===== config.mk =====
export PLATFORM = sky130hd
export DESIGN_NAME = eth_frame_gen_flat
export DESIGN_NICKNAME = d
export VERILOG_FILES = /design/src/rtl/eth_gen_pkg.sv /design/src/rtl/eth_frame_gen_if.sv /design/src/rtl/eth_gen_beat_fmt.sv /design/src/rtl/eth_frame_gen.sv /design/src/flat_wrapper.sv
export SDC_FILE = /design/constraint.sdc
export NUM_CORES = 1
export LEC_CHECK = 0
export ABC_AREA = 1
export BUFFER_PORTS_ARGS = -buffer_cell sky130_fd_sc_hd__buf_2
export CAP_MARGIN = 20
export CORE_ASPECT_RATIO = 1.1
export CORE_MARGIN = 2
export CORE_UTILIZATION = 65
export CTS_CLUSTER_DIAMETER = 200
export DETAILED_ROUTE_END_ITERATION = 16
export GPL_ROUTABILITY_DRIVEN = 1
export GPL_TIMING_DRIVEN = 1
export PLACE_DENSITY_LB_ADDON = 0.05
export SYNTH_ARGS = -nofsm -noshare
export SYNTH_HDL_FRONTEND = slang
export SYNTH_HIERARCHICAL = 1
export SYNTH_SLANG_ARGS = --single-unit

===== constraint.sdc =====
create_clock -name i_clk -period 6.9 [get_ports i_clk]
set_input_delay 0.69 -clock i_clk [delete_from_list [all_inputs] [get_ports i_clk]]
set_output_delay 0.69 -clock i_clk [all_outputs]
set_load 0.01 [all_outputs]

===== src/rtl/eth_gen_pkg.sv =====
`default_nettype none
// ============================================================================
//  Module      : eth_gen_pkg
//  Description : Shared types and constants for the Ethernet test-frame
//                generator (FSM encoding, EtherType, payload layout).
//  Revision    : 1.0 - initial release
// ============================================================================
package eth_gen_pkg;

    typedef enum logic [1:0] {
        ST_IDLE = 2'd0,
        ST_SEND = 2'd1,
        ST_IFG  = 2'd2
    } state_t;

    localparam logic [15:0] c_ETHERTYPE     = 16'h88B5;
    localparam int unsigned c_PAYLOAD_START = 20;

    // Byte enables of the final beat for a frame whose length mod 8 is rem.
    function automatic logic [7:0] last_tkeep(input logic [2:0] rem);
        last_tkeep = (rem == 3'd0) ? 8'hFF : 8'((8'd1 << rem) - 8'd1);
    endfunction

endpackage
`default_nettype wire


===== src/rtl/eth_frame_gen_if.sv =====
`default_nettype none
// ============================================================================
//  Module      : eth_frame_gen_if
//  Description : 64-bit AXI-Stream transmit bundle between generator and MAC.
//  Revision    : 1.0 - initial release
// ============================================================================
interface eth_frame_gen_if;
    logic [63:0] tdata;
    logic [7:0]  tkeep;
    logic        tvalid;
    logic        tlast;
    logic        tready;

    modport master (output tdata, output tkeep, output tvalid, output tlast, input tready);
    modport slave  (input tdata, input tkeep, input tvalid, input tlast, output tready);
endinterface
`default_nettype wire


===== src/rtl/eth_gen_beat_fmt.sv =====
`default_nettype none
// ============================================================================
//  Module      : eth_gen_beat_fmt
//  Description : Combinational formatter producing one 64-bit beat of a
//                broadcast test frame from beat index, length and sequence.
//  Revision    : 1.0 - initial release
// ============================================================================
module eth_gen_beat_fmt
    import eth_gen_pkg::*;
#(
    parameter logic [47:0] P_SRC_MAC = 48'h000A_3501_0200
) (
    input  wire logic [10:0] i_beat,
    input  wire logic [14:0] i_len,
    input  wire logic [31:0] i_seq,
    output logic      [63:0] o_tdata,
    output logic      [7:0]  o_tkeep,
    output logic             o_tlast
);

    logic [11:0] w_nbeats;
    logic [15:0] w_len16;

    assign w_len16  = {1'b0, i_len};
    assign w_nbeats = 12'((w_len16 + 16'd7) >> 3);
    assign o_tlast  = ({1'b0, i_beat} == (w_nbeats - 12'd1));
    assign o_tkeep  = o_tlast ? last_tkeep(i_len[2:0]) : 8'hFF;

    function automatic logic [7:0] byte_at(input logic [13:0] k);
        logic [7:0] v;
        if (k < 14'd6) begin
            v = 8'hFF;
        end else if (k >= 14'(c_PAYLOAD_START)) begin
            v = k[7:0];
        end else begin
            case (k[4:0])
                5'd6:    v = P_SRC_MAC[47:40];
                5'd7:    v = P_SRC_MAC[39:32];
                5'd8:    v = P_SRC_MAC[31:24];
                5'd9:    v = P_SRC_MAC[23:16];
                5'd10:   v = P_SRC_MAC[15:8];
                5'd11:   v = P_SRC_MAC[7:0];
                5'd12:   v = c_ETHERTYPE[15:8];
                5'd13:   v = c_ETHERTYPE[7:0];
                5'd14:   v = w_len16[15:8];
                5'd15:   v = w_len16[7:0];
                5'd16:   v = i_seq[31:24];
                5'd17:   v = i_seq[23:16];
                5'd18:   v = i_seq[15:8];
                5'd19:   v = i_seq[7:0];
                default: v = 8'h00;
            endcase
        end
        return v;
    endfunction

    // Bytes at or beyond the frame length are forced to zero.
    always_comb begin
        o_tdata = '0;
        for (int j = 0; j < 8; j++) begin
            if (15'({i_beat, 3'(j)}) < i_len) begin
                o_tdata[j*8 +: 8] = byte_at({i_beat, 3'(j)});
            end
        end
    end

endmodule
`default_nettype wire


===== src/rtl/eth_frame_gen.sv =====
`default_nettype none
// ============================================================================
//  Module      : eth_frame_gen
//  Description : AXI-Stream broadcast test-frame generator (fixed or sweeping
//                length, sequence-numbered, incrementing payload).
//  Revision    : 1.0 - initial release
// ============================================================================
module eth_frame_gen
    import eth_gen_pkg::*;
#(
    parameter logic [7:0]  P_MIN_LENGTH = 8'd64,
    parameter logic [14:0] P_MAX_LENGTH = 15'd9600,
    parameter int          P_IFG_CYCLES = 4,
    parameter logic [47:0] P_SRC_MAC    = 48'h000A_3501_0200
) (
    input  wire logic        i_clk,
    input  wire logic        i_rst,
    input  wire logic        i_enable,
    input  wire logic        i_sweep,
    input  wire logic [14:0] i_fixed_len,
    input  wire logic [31:0] i_frame_num,
    eth_frame_gen_if.master  axis,
    output logic      [31:0] o_frames_sent,
    output logic             o_busy,
    output logic             o_done
);

    localparam logic [14:0] c_MIN_LEN = 15'(P_MIN_LENGTH);

    state_t      state_q, state_d;
    logic [10:0] beat_q, beat_d;
    logic [14:0] len_q, len_d;
    logic [14:0] sweep_len_q, sweep_len_d;
    logic [31:0] seq_q, seq_d;
    logic [31:0] run_cnt_q, run_cnt_d;
    logic        run_done_q, run_done_d;
    logic [15:0] ifg_cnt_q, ifg_cnt_d;
    logic [31:0] frames_q, frames_d;
    logic        done_q, done_d;
    logic        tvalid_q, tvalid_d;
    logic [63:0] tdata_q, tdata_d;
    logic [7:0]  tkeep_q, tkeep_d;
    logic        tlast_q, tlast_d;

    logic        w_load;
    logic        w_decide;
    logic        w_hs;
    logic [14:0] w_fixed_clamped;
    logic [63:0] w_fmt_tdata;
    logic [7:0]  w_fmt_tkeep;
    logic        w_fmt_tlast;

    assign w_hs = tvalid_q & axis.tready;
    assign w_fixed_clamped = (i_fixed_len < c_MIN_LEN)    ? c_MIN_LEN    :
                             (i_fixed_len > P_MAX_LENGTH) ? P_MAX_LENGTH : i_fixed_len;

    eth_gen_beat_fmt #(
        .P_SRC_MAC (P_SRC_MAC)
    ) u_fmt (
        .i_beat  (beat_d),
        .i_len   (len_d),
        .i_seq   (seq_d),
        .o_tdata (w_fmt_tdata),
        .o_tkeep (w_fmt_tkeep),
        .o_tlast (w_fmt_tlast)
    );

    always_ff @(posedge i_clk) begin
        if (i_rst) begin
            state_q     <= ST_IDLE;
            beat_q      <= '0;
            len_q       <= '0;
            sweep_len_q <= c_MIN_LEN;
            seq_q       <= '0;
            run_cnt_q   <= '0;
            run_done_q  <= 1'b0;
            ifg_cnt_q   <= '0;
            frames_q    <= '0;
            done_q      <= 1'b0;
            tvalid_q    <= 1'b0;
            tdata_q     <= '0;
            tkeep_q     <= '0;
            tlast_q     <= 1'b0;
        end else begin
            state_q     <= state_d;
            beat_q      <= beat_d;
            len_q       <= len_d;
            sweep_len_q <= sweep_len_d;
            seq_q       <= seq_d;
            run_cnt_q   <= run_cnt_d;
            run_done_q  <= run_done_d;
            ifg_cnt_q   <= ifg_cnt_d;
            frames_q    <= frames_d;
            done_q      <= done_d;
            tvalid_q    <= tvalid_d;
            tdata_q     <= tdata_d;
            tkeep_q     <= tkeep_d;
            tlast_q     <= tlast_d;
        end
    end

    always_comb begin
        state_d     = state_q;
        beat_d      = beat_q;
        len_d       = len_q;
        sweep_len_d = sweep_len_q;
        seq_d       = seq_q;
        run_cnt_d   = run_cnt_q;
        run_done_d  = run_done_q;
        ifg_cnt_d   = ifg_cnt_q;
        frames_d    = frames_q;
        done_d      = 1'b0;
        tvalid_d    = tvalid_q;
        w_load      = 1'b0;
        w_decide    = 1'b0;

        case (state_q)
            ST_IDLE: begin
                if (!i_enable) begin
                    run_cnt_d  = '0;
                    run_done_d = 1'b0;
                end else if (!run_done_q) begin
                    state_d = ST_SEND;
                    len_d   = i_sweep ? sweep_len_q : w_fixed_clamped;
                    beat_d  = '0;
                end
            end
            ST_SEND: begin
                if (!tvalid_q) begin
                    // First frame of a run: beat 0 is loaded one cycle after the latch.
                    w_load   = 1'b1;
                    tvalid_d = 1'b1;
                end else if (w_hs) begin
                    if (tlast_q) begin
                        seq_d       = seq_q + 32'd1;
                        frames_d    = frames_q + 32'd1;
                        run_cnt_d   = run_cnt_q + 32'd1;
                        sweep_len_d = (sweep_len_q >= P_MAX_LENGTH) ? c_MIN_LEN
                                                                    : sweep_len_q + 15'd1;
                        tvalid_d    = 1'b0;
                        if (P_IFG_CYCLES == 0) begin
                            w_decide = 1'b1;
                        end else begin
                            state_d   = ST_IFG;
                            ifg_cnt_d = '0;
                        end
                    end else begin
                        beat_d = beat_q + 11'd1;
                        w_load = 1'b1;
                    end
                end
            end
            ST_IFG: begin
                if (ifg_cnt_q == 16'(P_IFG_CYCLES - 1)) begin
                    w_decide = 1'b1;
                end else begin
                    ifg_cnt_d = ifg_cnt_q + 16'd1;
                end
            end
            default: state_d = ST_IDLE;
        endcase

        if (w_decide) begin
            if ((i_frame_num != 32'd0) && (run_cnt_d == i_frame_num)) begin
                done_d     = 1'b1;
                run_done_d = 1'b1;
                state_d    = ST_IDLE;
            end else if (!i_enable) begin
                state_d = ST_IDLE;
            end else begin
                state_d  = ST_SEND;
                len_d    = i_sweep ? sweep_len_d : w_fixed_clamped;
                beat_d   = '0;
                w_load   = 1'b1;
                tvalid_d = 1'b1;
            end
        end
    end

    always_comb begin
        tdata_d = tdata_q;
        tkeep_d = tkeep_q;
        tlast_d = tlast_q;
        if (w_load) begin
            tdata_d = w_fmt_tdata;
            tkeep_d = w_fmt_tkeep;
            tlast_d = w_fmt_tlast;
        end else if (!tvalid_d) begin
            tdata_d = '0;
            tkeep_d = '0;
            tlast_d = 1'b0;
        end
    end

    assign axis.tvalid   = tvalid_q;
    assign axis.tdata    = tdata_q;
    assign axis.tkeep    = tkeep_q;
    assign axis.tlast    = tlast_q;
    assign o_frames_sent = frames_q;
    assign o_busy        = (state_q != ST_IDLE);
    assign o_done        = done_q;

endmodule
`default_nettype wire


===== src/flat_wrapper.sv =====
// flat-port wrapper written by rule: the top's interface ports become plain ports
module eth_frame_gen_flat import eth_gen_pkg::*;
#(
    parameter logic [7:0]  P_MIN_LENGTH = 8'd64,
    parameter logic [14:0] P_MAX_LENGTH = 15'd9600,
    parameter int          P_IFG_CYCLES = 4,
    parameter logic [47:0] P_SRC_MAC    = 48'h000A_3501_0200
)
  (i_clk, i_rst, i_enable, i_sweep, i_fixed_len, i_frame_num, o_frames_sent, o_busy, o_done, axis_tdata, axis_tkeep, axis_tvalid, axis_tlast, axis_tready);
  eth_frame_gen_if axis_i ();
  input  wire logic i_clk;
  input  wire logic i_rst;
  input  wire logic i_enable;
  input  wire logic i_sweep;
  input  wire logic [14:0] i_fixed_len;
  input  wire logic [31:0] i_frame_num;
  output logic      [31:0] o_frames_sent;
  output logic o_busy;
  output logic o_done;
  output wire logic [$bits(axis_i.tdata)-1:0] axis_tdata;
  output wire logic [$bits(axis_i.tkeep)-1:0] axis_tkeep;
  output wire logic [$bits(axis_i.tvalid)-1:0] axis_tvalid;
  output wire logic [$bits(axis_i.tlast)-1:0] axis_tlast;
  input wire logic [$bits(axis_i.tready)-1:0] axis_tready;
  assign axis_tdata = axis_i.tdata;
  assign axis_tkeep = axis_i.tkeep;
  assign axis_tvalid = axis_i.tvalid;
  assign axis_tlast = axis_i.tlast;
  assign axis_i.tready = axis_tready;
  eth_frame_gen #(.P_MIN_LENGTH(P_MIN_LENGTH), .P_MAX_LENGTH(P_MAX_LENGTH), .P_IFG_CYCLES(P_IFG_CYCLES), .P_SRC_MAC(P_SRC_MAC)) u_core (.i_clk(i_clk), .i_rst(i_rst), .i_enable(i_enable), .i_sweep(i_sweep), .i_fixed_len(i_fixed_len), .i_frame_num(i_frame_num), .axis(axis_i), .o_frames_sent(o_frames_sent), .o_busy(o_busy), .o_done(o_done));
endmodule

==> tab_implementation.tex, run 1 <==
\begin{tabular}{lr}
\hline
Metric & Value \\
\hline
\multicolumn{2}{l}{\textbf{Synthesis}} \\
\quad Share of the synthesized area in the top cell type & a little under a third \\
\quad Netlist area before placement & about 15000 um\^{}2 \\
\quad Synth cell types & 55 \\
\quad Synth warn & 6 \\
\quad Number of instances in the synthesized netlist & $\sim$2400 \\
\quad Library cell occupying the most area in the post-synthesis netlist & dfxtp\_1 \\
\quad Count leader, synth & nand2\_1 \\
\quad Share of synthesized registers carrying an async set or reset & 0\% \\
\quad Most numerous cell types in the synthesized netlist & nand2\_1, nor2\_1, inv\_1 \\
\quad Top post-synthesis cells by area & dfxtp\_1, nand2\_1, nor2\_1 \\
\quad Number of flops mapped to enable cells by yosys & 0 \\
\quad Per-instance average area after synthesis & 6.10 um\^{}2 \\
\quad Ys flop type & dfxtp\_1 \\
\quad Post-synthesis sequential element count & 231 \\
\quad Share of the yosys chip area belonging to registers & 31.0\% \\
\quad Net count of the mapped netlist & around 2500 \\
\multicolumn{2}{l}{\textbf{Final layout}} \\
\quad Net count reported at finish & around 2600 \\
\quad Count of inserted antenna diode cells & 0 \\
\quad Final design instance area without fill & approximately 17000 um\^{}2 \\
\quad Layout cell share with drive strength beyond 1 & between 10 and 15\% \\
\quad Area growth, synth to finish & 12.6\% \\
\multicolumn{2}{l}{\textbf{Global route}} \\
\quad Met3 demand-to-capacity share in global routing & between 5 and 6\% \\
\quad Pin count of the biggest net entering global routing & about 100 \\
\quad Most utilized layer in the global route result & met2 \\
\quad Initial antenna violation count & 0 \\
\quad Met1 layer usage reported by global route & 49.2\% \\
\quad Via count of the first global-routing pass & 15337 \\
\quad GR Util All Layers & approximately 37\% \\
\quad Overflow after GRT & 0 \\
\quad Met2 GRT Util & between 60\% and 70\% \\
\quad First-pass GRT wire length & between 70000 and 80000 um \\
\multicolumn{2}{l}{\textbf{STA}} \\
\quad Shortest clock period the worst path allows after layout & approximately 6.5 ns \\
\quad Setup\_tns & 0 ns \\
\quad Endpoints failing setup & 0 \\
\quad Final worst-path cycle share & about 94\% \\
\quad Final hold violation count & 0 \\
\quad Slew headroom & between 20\% and 30\% \\
\quad Transition time at the pin with the least slew margin & $\sim$1.1 ns \\
\quad Setup repair after global routing missed its margin & false \\
\quad Final Slew Violations & 0 \\
\quad Achievable Freq & about 150 MHz \\
\quad Clock Skews & around 0.011 ns \\
\quad Worst hold slack across all endpoints & approximately 0.47 ns \\
\multicolumn{2}{l}{\textbf{Route}} \\
\quad Average wire length per cell after detail routing & around 16 um \\
\quad Iteration-0 DRC Markers & around 2000 \\
\quad Routed via count & 17061 \\
\quad Total routed wirelength & 46700 um \\
\quad Drt via density & approximately 6.0 \\
\quad \# DRC & 0 \\
\quad First-pass DRT Iterations & 7 \\
\quad Post-route antenna net violation count & 0 \\
\multicolumn{2}{l}{\textbf{Worst setup path}} \\
\quad Reg-to-reg critical path startpoint & u\_core/axis.tlast\$\_SDFFE\_PP0P\_ \\
\quad Slowest stage cell, crit path & dfxtp\_1 \\
\quad Setup slack on the worst flop-to-flop path & a little under 0.4 ns \\
\quad Setup crit start kind & flip-flop \\
\quad Worst r2r dst & u\_core/axis.tdata[17]\$\_SDFFE\_PP0P\_ \\
\quad Most used cell, CP & nand2\_1 \\
\quad Worst path max stage delay & $\sim$0.66 ns \\
\quad Worst path required time & 7.27 ns \\
\quad Critical Path Fanout Max & 25 \\
\quad Data arrival, critical path & 6.88 ns \\
\quad Worst Setup Path Type & reg -> reg \\
\quad Crit path capture type & flip-flop \\
\quad FF-to-FF path depth & 31 \\
\multicolumn{2}{l}{\textbf{Pwr}} \\
\quad Power share of the sequential group & between 30 and 40\% \\
\quad Worst VDD drop & roughly 0.22 mV \\
\quad Net switching fraction of the power & about a quarter \\
\quad Power per unit of standard cell area & between 200 and 250 nW/um\^{}2 \\
\quad Clock network fraction of design power & roughly 47\% \\
\quad Leak Pwr & roughly 7 nW \\
\quad Psw & approximately 0.93 mW \\
\quad Fraction of power consumed by combinational cells & $\sim$13\% \\
\quad Internal power consumption & around 2.6 mW \\
\multicolumn{2}{l}{\textbf{Die}} \\
\quad Standard cell core area & 22700 um\^{}2 \\
\quad Ports placed on the boundary & 160 \\
\quad Number of standard-cell rows in the floorplan & 58 \\
\quad Die Area & roughly 24000 um\^{}2 \\
\quad Y dimension of the die & about 160 um \\
\quad Die Wd & 148 um \\
\quad Initial cell density of the core & approximately two thirds \\
\multicolumn{2}{l}{\textbf{Placement}} \\
\quad Detailed placement HPWL & 33400 um \\
\quad Count of input and output buffers & around 160 \\
\quad Placed cell area & about 16000 um\^{}2 \\
\quad Last weighted congestion value of the routability-driven placer & 1.01 \\
\multicolumn{2}{l}{\textbf{Clocking}} \\
\quad Number of hold-repair buffers added at the cts stage & 0 \\
\quad Count of H-tree levels built during CTS & 1 \\
\quad CTS Buf Count & 26 \\
\quad Source-to-sink clock delay at the later pin of the worst-skew pair & between 0.5 and 0.6 ns \\
\quad Max clock buf depth & 3 \\
\quad Clock root buffer & clkbuf\_16 \\
\quad Clock tree from TritonCTS & yes \\
\quad Post-CTS setup buffer count & 0 \\
\quad Post-CTS resize count & 0 \\
\quad CTS sink cnt & 231 \\
\quad CTS clk-pin slew, worst paths & about 0.060 ns \\
\multicolumn{2}{l}{\textbf{Min path}} \\
\quad Worst hold path startpoint & u\_core/o\_frames\_sent[15]\$\_SDFFE\_PP0P\_ \\
\quad Instance count along the most critical hold path & 2 \\
\quad Worst min-delay path class & reg -> reg \\
\quad End point of the most critical hold path & u\_core/o\_frames\_sent[15]\$\_SDFFE\_PP0P\_ \\
\multicolumn{2}{l}{\textbf{Flow run}} \\
\quad Max-Cap Viols & 0 \\
\multicolumn{2}{l}{\textbf{Outcome}} \\
\quad Outcome & finished clean \\
\hline
\end{tabular}
per-stage QoR:
stage	utilization [%]	power, mW	worst slack, ns	cells
6_report	73.8	3.49	0.385	2867
5_1_grt	73.8	3.60	0.0263	2867
4_1_cts	73.8	3.48	0.741	2867
3_5_place_dp	69.4	1.87	0.731	2820
3_3_place_gp	69.4	1.86	0.852	2820
2_1_floorplan	-	1.73	2.50	2442
worst max path at each step:
stage                                    from                            endpoint  depth (start not counted)
3_3_place_gp                      axis_tready  u_core/axis.tdata[17]$_SDFFE_PP0P_                         32
5_1_grt        u_core/axis.tlast$_SDFFE_PP0P_   u_core/axis.tkeep[5]$_SDFFE_PP0P_                         36
4_1_cts        u_core/axis.tlast$_SDFFE_PP0P_  u_core/axis.tdata[17]$_SDFFE_PP0P_                         31
3_5_place_dp                      axis_tready  u_core/axis.tdata[17]$_SDFFE_PP0P_                         32
2_1_floorplan                     axis_tready   u_core/axis.tkeep[2]$_SDFFE_PP0P_                         35
6_report       u_core/axis.tlast$_SDFFE_PP0P_  u_core/axis.tdata[17]$_SDFFE_PP0P_                         31
flip-flops by register name, indices dropped and copies added (netlist names):
signal and cells:
u_core/axis.tdata 64, u_core/axis.tkeep 8, u_core/axis.tlast 1, u_core/axis.tvalid 1, u_core/beat_q 11, u_core/ifg_cnt_q 16, u_core/len_q 15, u_core/o_done 1
u_core/o_frames_sent 32, u_core/run_cnt_q 32, u_core/run_done_q 1, u_core/seq_q 32, u_core/state_q 2, u_core/sweep_len_q 15
layer usage:
metal	up-vias	part of all wire [%]
met5	-	0
met4	0	3.6
met3	141	9.4
met2	890	46
met1	7819	41
li1	8211	-
power by group through the flow:
stage,clock network (mW),logic (mW),registers (mW)
floorplan,0,0.300,1.43
global placement,0,0.444,1.42
detailed placement,0,0.451,1.42
CTS,1.64,0.454,1.39
global route,1.69,0.512,1.39
finish,1.63,0.467,1.39
cell families after synthesis:
logic type | Yosys count | share of synthesized area [%]
flops | 231 | 31.0
buf+inv | 404 | 10.8
fa+ha+maj | 23 | 1.93
xor+xnor | 27 | 1.68
compound gates | 331 | 11.9
simple gates | 1425 | 42.7
other cells | 1 | 0.0252
layout make-up:
type	instances	area, um^2
clock buffers	32	734
well taps	300	375
inverters	308	1160
fillers	1975	5940
clock inverters	15	282
repair buffers	174	915
flip-flops and latches	231	4620
multi-input cells	1807	8690
worst max-delay path: cells and delay by family (launching register included):
family	cells	cell delay (ns)
AO/OA/AOI/OAI	2	0.32
adder cells (fa/ha/maj)	1	0.29
AND/OR/NAND/NOR	23	3.95
buffers and inverters	5	1.08
flip-flops	1	0.66
cells in the final DEF, fill, tap and decap left out, types with 7 or more instances in the layout:
master	instances
a21oi_1	218
a31oi_1	8
buf_2	158
buf_4	15
bufinv_16	8
clkbuf_16	27
dfxtp_1	231
ha_1	23
inv_1	302
nand2_1	609
nand2_2	11
nand3_1	177
nand3b_1	22
nand4_1	135
nor2_1	329
nor2_2	11
nor3_1	74
nor4_1	22
o21ai_0	64
o21ai_1	7
or2_2	9
xor2_1	21
Power figures use the tool's default switching activity.
==> run 2, diff against run 1 <==
--- a/config.mk
+++ b/config.mk
@@ -7,3 +7,2 @@
 export LEC_CHECK = 0
-export ABC_AREA = 1
 export BUFFER_PORTS_ARGS = -buffer_cell sky130_fd_sc_hd__buf_2
@@ -12,3 +11,3 @@
 export CORE_MARGIN = 2
-export CORE_UTILIZATION = 65
+export CORE_UTILIZATION = 64
 export CTS_CLUSTER_DIAMETER = 200
--- a/constraint.sdc
+++ b/constraint.sdc
@@ -3,2 +3,2 @@
 set_output_delay 0.69 -clock i_clk [all_outputs]
-set_load 0.01 [all_outputs]
+set_load 0.02 [all_outputs]
==> tab_implementation.tex, run 2 <==
\begin{tabular}{lr}
\hline
Metric & Value \\
\hline
\multicolumn{2}{l}{\textbf{Worst setup path}} \\
\quad Worst path required time & between 7 and 8 ns \\
\quad Worst Setup Path Type & reg -> reg \\
\quad Crit path capture type & flip-flop \\
\quad Setup crit start kind & flip-flop \\
\quad Critical Path Fanout Max & 29 \\
\quad Data arrival, critical path & between 7 and 8 ns \\
\multicolumn{2}{l}{\textbf{Pwr}} \\
\quad Psw & $\sim$0.86 mW \\
\quad Clock network fraction of design power & between 40\% and 50\% \\
\quad Power per unit of standard cell area & approximately 210 nW/um\^{}2 \\
\quad Net switching fraction of the power & roughly a quarter \\
\quad Internal power consumption & between 2 and 2.5 mW \\
\quad Tot Pwr & roughly 3.3 mW \\
\quad Fraction of power consumed by combinational cells & 13.7\% \\
\quad Worst VDD drop & between 0.2 and 0.25 mV \\
\quad Leak Pwr & 6.79 nW \\
\quad Power share of the sequential group & a little over two fifths \\
\multicolumn{2}{l}{\textbf{STA}} \\
\quad Slew headroom & just over 30\% \\
\quad Endpoints failing setup & 0 \\
\quad Transition time at the pin with the least slew margin & 1.04 ns \\
\quad Final worst-path cycle share & a little over nine tenths \\
\quad Smallest setup slack after layout & around 0.31 ns \\
\quad Setup repair after global routing missed its margin & false \\
\quad Setup\_tns & 0 ns \\
\quad Final Slew Violations & 0 \\
\quad Worst hold slack across all endpoints & between 0.4 and 0.5 ns \\
\quad Shortest clock period the worst path allows after layout & $\sim$6.6 ns \\
\quad Final hold violation count & 0 \\
\quad Clock Skews & $\sim$0.015 ns \\
\quad Achievable Freq & 152 MHz \\
\multicolumn{2}{l}{\textbf{Synthesis}} \\
\quad Netlist area before placement & 13600 um\^{}2 \\
\quad Share of the synthesized area in the top cell type & 34.0\% \\
\quad Synth cell types & 74 \\
\quad Top post-synthesis cells by area & dfxtp\_1, nand2\_1, mux2i\_1 \\
\quad Share of synthesized registers carrying an async set or reset & 0\% \\
\quad Ys flop type & dfxtp\_1 \\
\quad Per-instance average area after synthesis & $\sim$7.7 um\^{}2 \\
\quad Library cell occupying the most area in the post-synthesis netlist & dfxtp\_1 \\
\quad Share of the yosys chip area belonging to registers & between 30\% and 40\% \\
\quad Count leader, synth & nand2\_1 \\
\quad Number of instances in the synthesized netlist & approximately 1800 \\
\quad Most numerous cell types in the synthesized netlist & nand2\_1, dfxtp\_1, nor2\_1 \\
\quad Post-synthesis sequential element count & 231 \\
\quad Synth warn & 6 \\
\quad Net count of the mapped netlist & around 1800 \\
\quad Number of flops mapped to enable cells by yosys & 0 \\
\multicolumn{2}{l}{\textbf{Placement}} \\
\quad Placed insts & between 2000 and 2500 \\
\quad Last weighted congestion value of the routability-driven placer & between 1 and 1.5 \\
\quad Worst slack after detailed placement & -0.00750 ns \\
\quad Count of input and output buffers & between 150 and 200 \\
\quad Detailed placement HPWL & roughly 27000 um \\
\quad Placed cell area & 14700 um\^{}2 \\
\multicolumn{2}{l}{\textbf{Outcome}} \\
\quad Outcome & finished clean \\
\multicolumn{2}{l}{\textbf{Global route}} \\
\quad Pin count of the biggest net entering global routing & 86 \\
\quad First-pass GRT wire length & around 61000 um \\
\quad Overflow after GRT & 0 \\
\quad Initial antenna violation count & 0 \\
\quad Via count of the first global-routing pass & 12411 \\
\quad GR Util All Layers & roughly a third \\
\multicolumn{2}{l}{\textbf{Die}} \\
\quad Initial cell density of the core & between 60 and 70\% \\
\quad Die Area & 22400 um\^{}2 \\
\quad Y dimension of the die & roughly 160 um \\
\quad Ports placed on the boundary & 160 \\
\quad Number of standard-cell rows in the floorplan & 55 \\
\quad Standard cell core area & 20700 um\^{}2 \\
\quad Die Wd & 143 um \\
\multicolumn{2}{l}{\textbf{Final layout}} \\
\quad Most common cell after layout, fill and taps aside & nand2\_1 \\
\quad Cell Count, Final, Fillers Out & between 2000 and 2500 \\
\quad Area growth, synth to finish & 14.7\% \\
\quad Area of all sequential standard cells & 4620 um\^{}2 \\
\quad Leading cell types in the layout, fill and taps excluded & nand2\_1, dfxtp\_1, nor2\_1, buf\_2, a21oi\_1 \\
\quad Count of inserted antenna diode cells & 0 \\
\quad Flip-flop count of the largest register, all copies and words added & 64 \\
\quad Net count reported at finish & around 2000 \\
\quad Final design instance area without fill & between 15000 and 20000 um\^{}2 \\
\quad Count of filler cells inserted in the layout & 1584 \\
\quad Core utilization of the finished layout & roughly three quarters \\
\quad Multi-input gate area in the final layout & 8360 um\^{}2 \\
\quad Layout cell share with drive strength beyond 1 & between 10 and 15\% \\
\multicolumn{2}{l}{\textbf{Route}} \\
\quad Routed via count & about 13000 \\
\quad \# DRC & 0 \\
\quad Average wire length per cell after detail routing & 17.4 um \\
\quad Total routed wirelength & roughly 38000 um \\
\quad Drt via density & 6.05 \\
\quad Post-route antenna net violation count & 0 \\
\quad First-pass DRT Iterations & 5 \\
\quad Iteration-0 DRC Markers & $\sim$1000 \\
\multicolumn{2}{l}{\textbf{Clocking}} \\
\quad Source-to-sink clock delay at the later pin of the worst-skew pair & 0.53 ns \\
\quad CTS sink cnt & 231 \\
\quad Count of H-tree levels built during CTS & 1 \\
\quad Post-CTS setup buffer count & 0 \\
\quad Clock root buffer & clkbuf\_16 \\
\quad Max clock buf depth & 3 \\
\quad Clock tree from TritonCTS & yes \\
\quad CTS clk-pin slew, worst paths & 0.06 ns \\
\quad CTS Buf Count & 25 \\
\multicolumn{2}{l}{\textbf{Min path}} \\
\quad Worst min-delay path class & reg -> reg \\
\multicolumn{2}{l}{\textbf{Flow run}} \\
\quad Max-Cap Viols & 0 \\
\hline
\end{tabular}
-- run 2: final cells by class --
type	count	area share, %
tap	285	2.29
clock buffer	32	4.57
timing repair buffer	212	7.74
sequential	231	29.7
multi-input combinational	1385	53.7
clock inverter	10	1.15
inverter	37	0.899
-- run 2: final timing paths --
| kind | from | to | slack, ns | depth (start not counted) |
|---|---|---|---|---|
| worst max-delay path | u_core/run_cnt_q[0]$_SDFF_PP0_ | u_core/axis.tlast$_SDFFE_PP0P_ | 0.31 | 20 |
| worst min-delay path | u_core/axis.tdata[54]$_SDFFE_PP0P_ | u_core/axis.tdata[54]$_SDFFE_PP0P_ | 0.45 | 2 |
| worst max register to register | u_core/run_cnt_q[0]$_SDFF_PP0_ | u_core/axis.tlast$_SDFFE_PP0P_ | 0.31 | 20 |
| worst min register to register | u_core/axis.tdata[54]$_SDFFE_PP0P_ | u_core/axis.tdata[54]$_SDFFE_PP0P_ | 0.45 | 2 |
-- run 2: power groups by stage --
| stage | combinational [mW] | clock [mW] | sequential [mW] |
|---|---|---|---|
| final | 0.452 | 1.46 | 1.39 |
| after detailed placement | 0.441 | 0 | 1.42 |
| after global placement | 0.437 | 0 | 1.42 |
| after global routing | 0.490 | 1.53 | 1.39 |
| after floorplan | 0.266 | 0 | 1.45 |
| after CTS | 0.444 | 1.48 | 1.39 |
-- run 2: what timing repair did --
action	in CTS	in global routing
endpoints found under the setup margin	0	22
hold buffers	0	0
gates resized for setup	0	4
-- run 2: critical path: stages (launching register included) --
cell	delay (ns)
dfxtp_1	0.44
ha_1	0.26
nand4_1	0.15
or3_4	0.38
or3_1	0.40
or3_1	0.34
xnor2_1	0.17
a2111oi_2	0.44
or4b_1	0.51
o41a_1	0.52
buf_4	0.30
nor3_1	0.28
a21oi_1	0.11
or4_1	0.64
or2_0	0.31
or4_1	0.42
a21o_1	0.24
a21oi_4	0.22
and3_1	0.20
nand2_1	0.06
mux2i_1	0.14
-- run 2: kinds of logic after synthesis --
family | share of synthesized area (%)
AND/OR/NAND/NOR | 30.2
AO/OA/AOI/OAI | 13.3
flip-flops | 34.0
buffers and inverters | 4.58
XOR/XNOR | 8.32
multiplexers | 7.45
adder cells (fa/ha/maj) | 2.12
other | 0.0276
-- run 2: per-layer routing --
metal,track usage (%),share of wire [%],up-vias
met3,5.97,7.4,110
li1,-,-,6405
met1,41.1,42,6194
met4,12.1,3.5,0
met5,0,0,-
met2,56.7,47,557
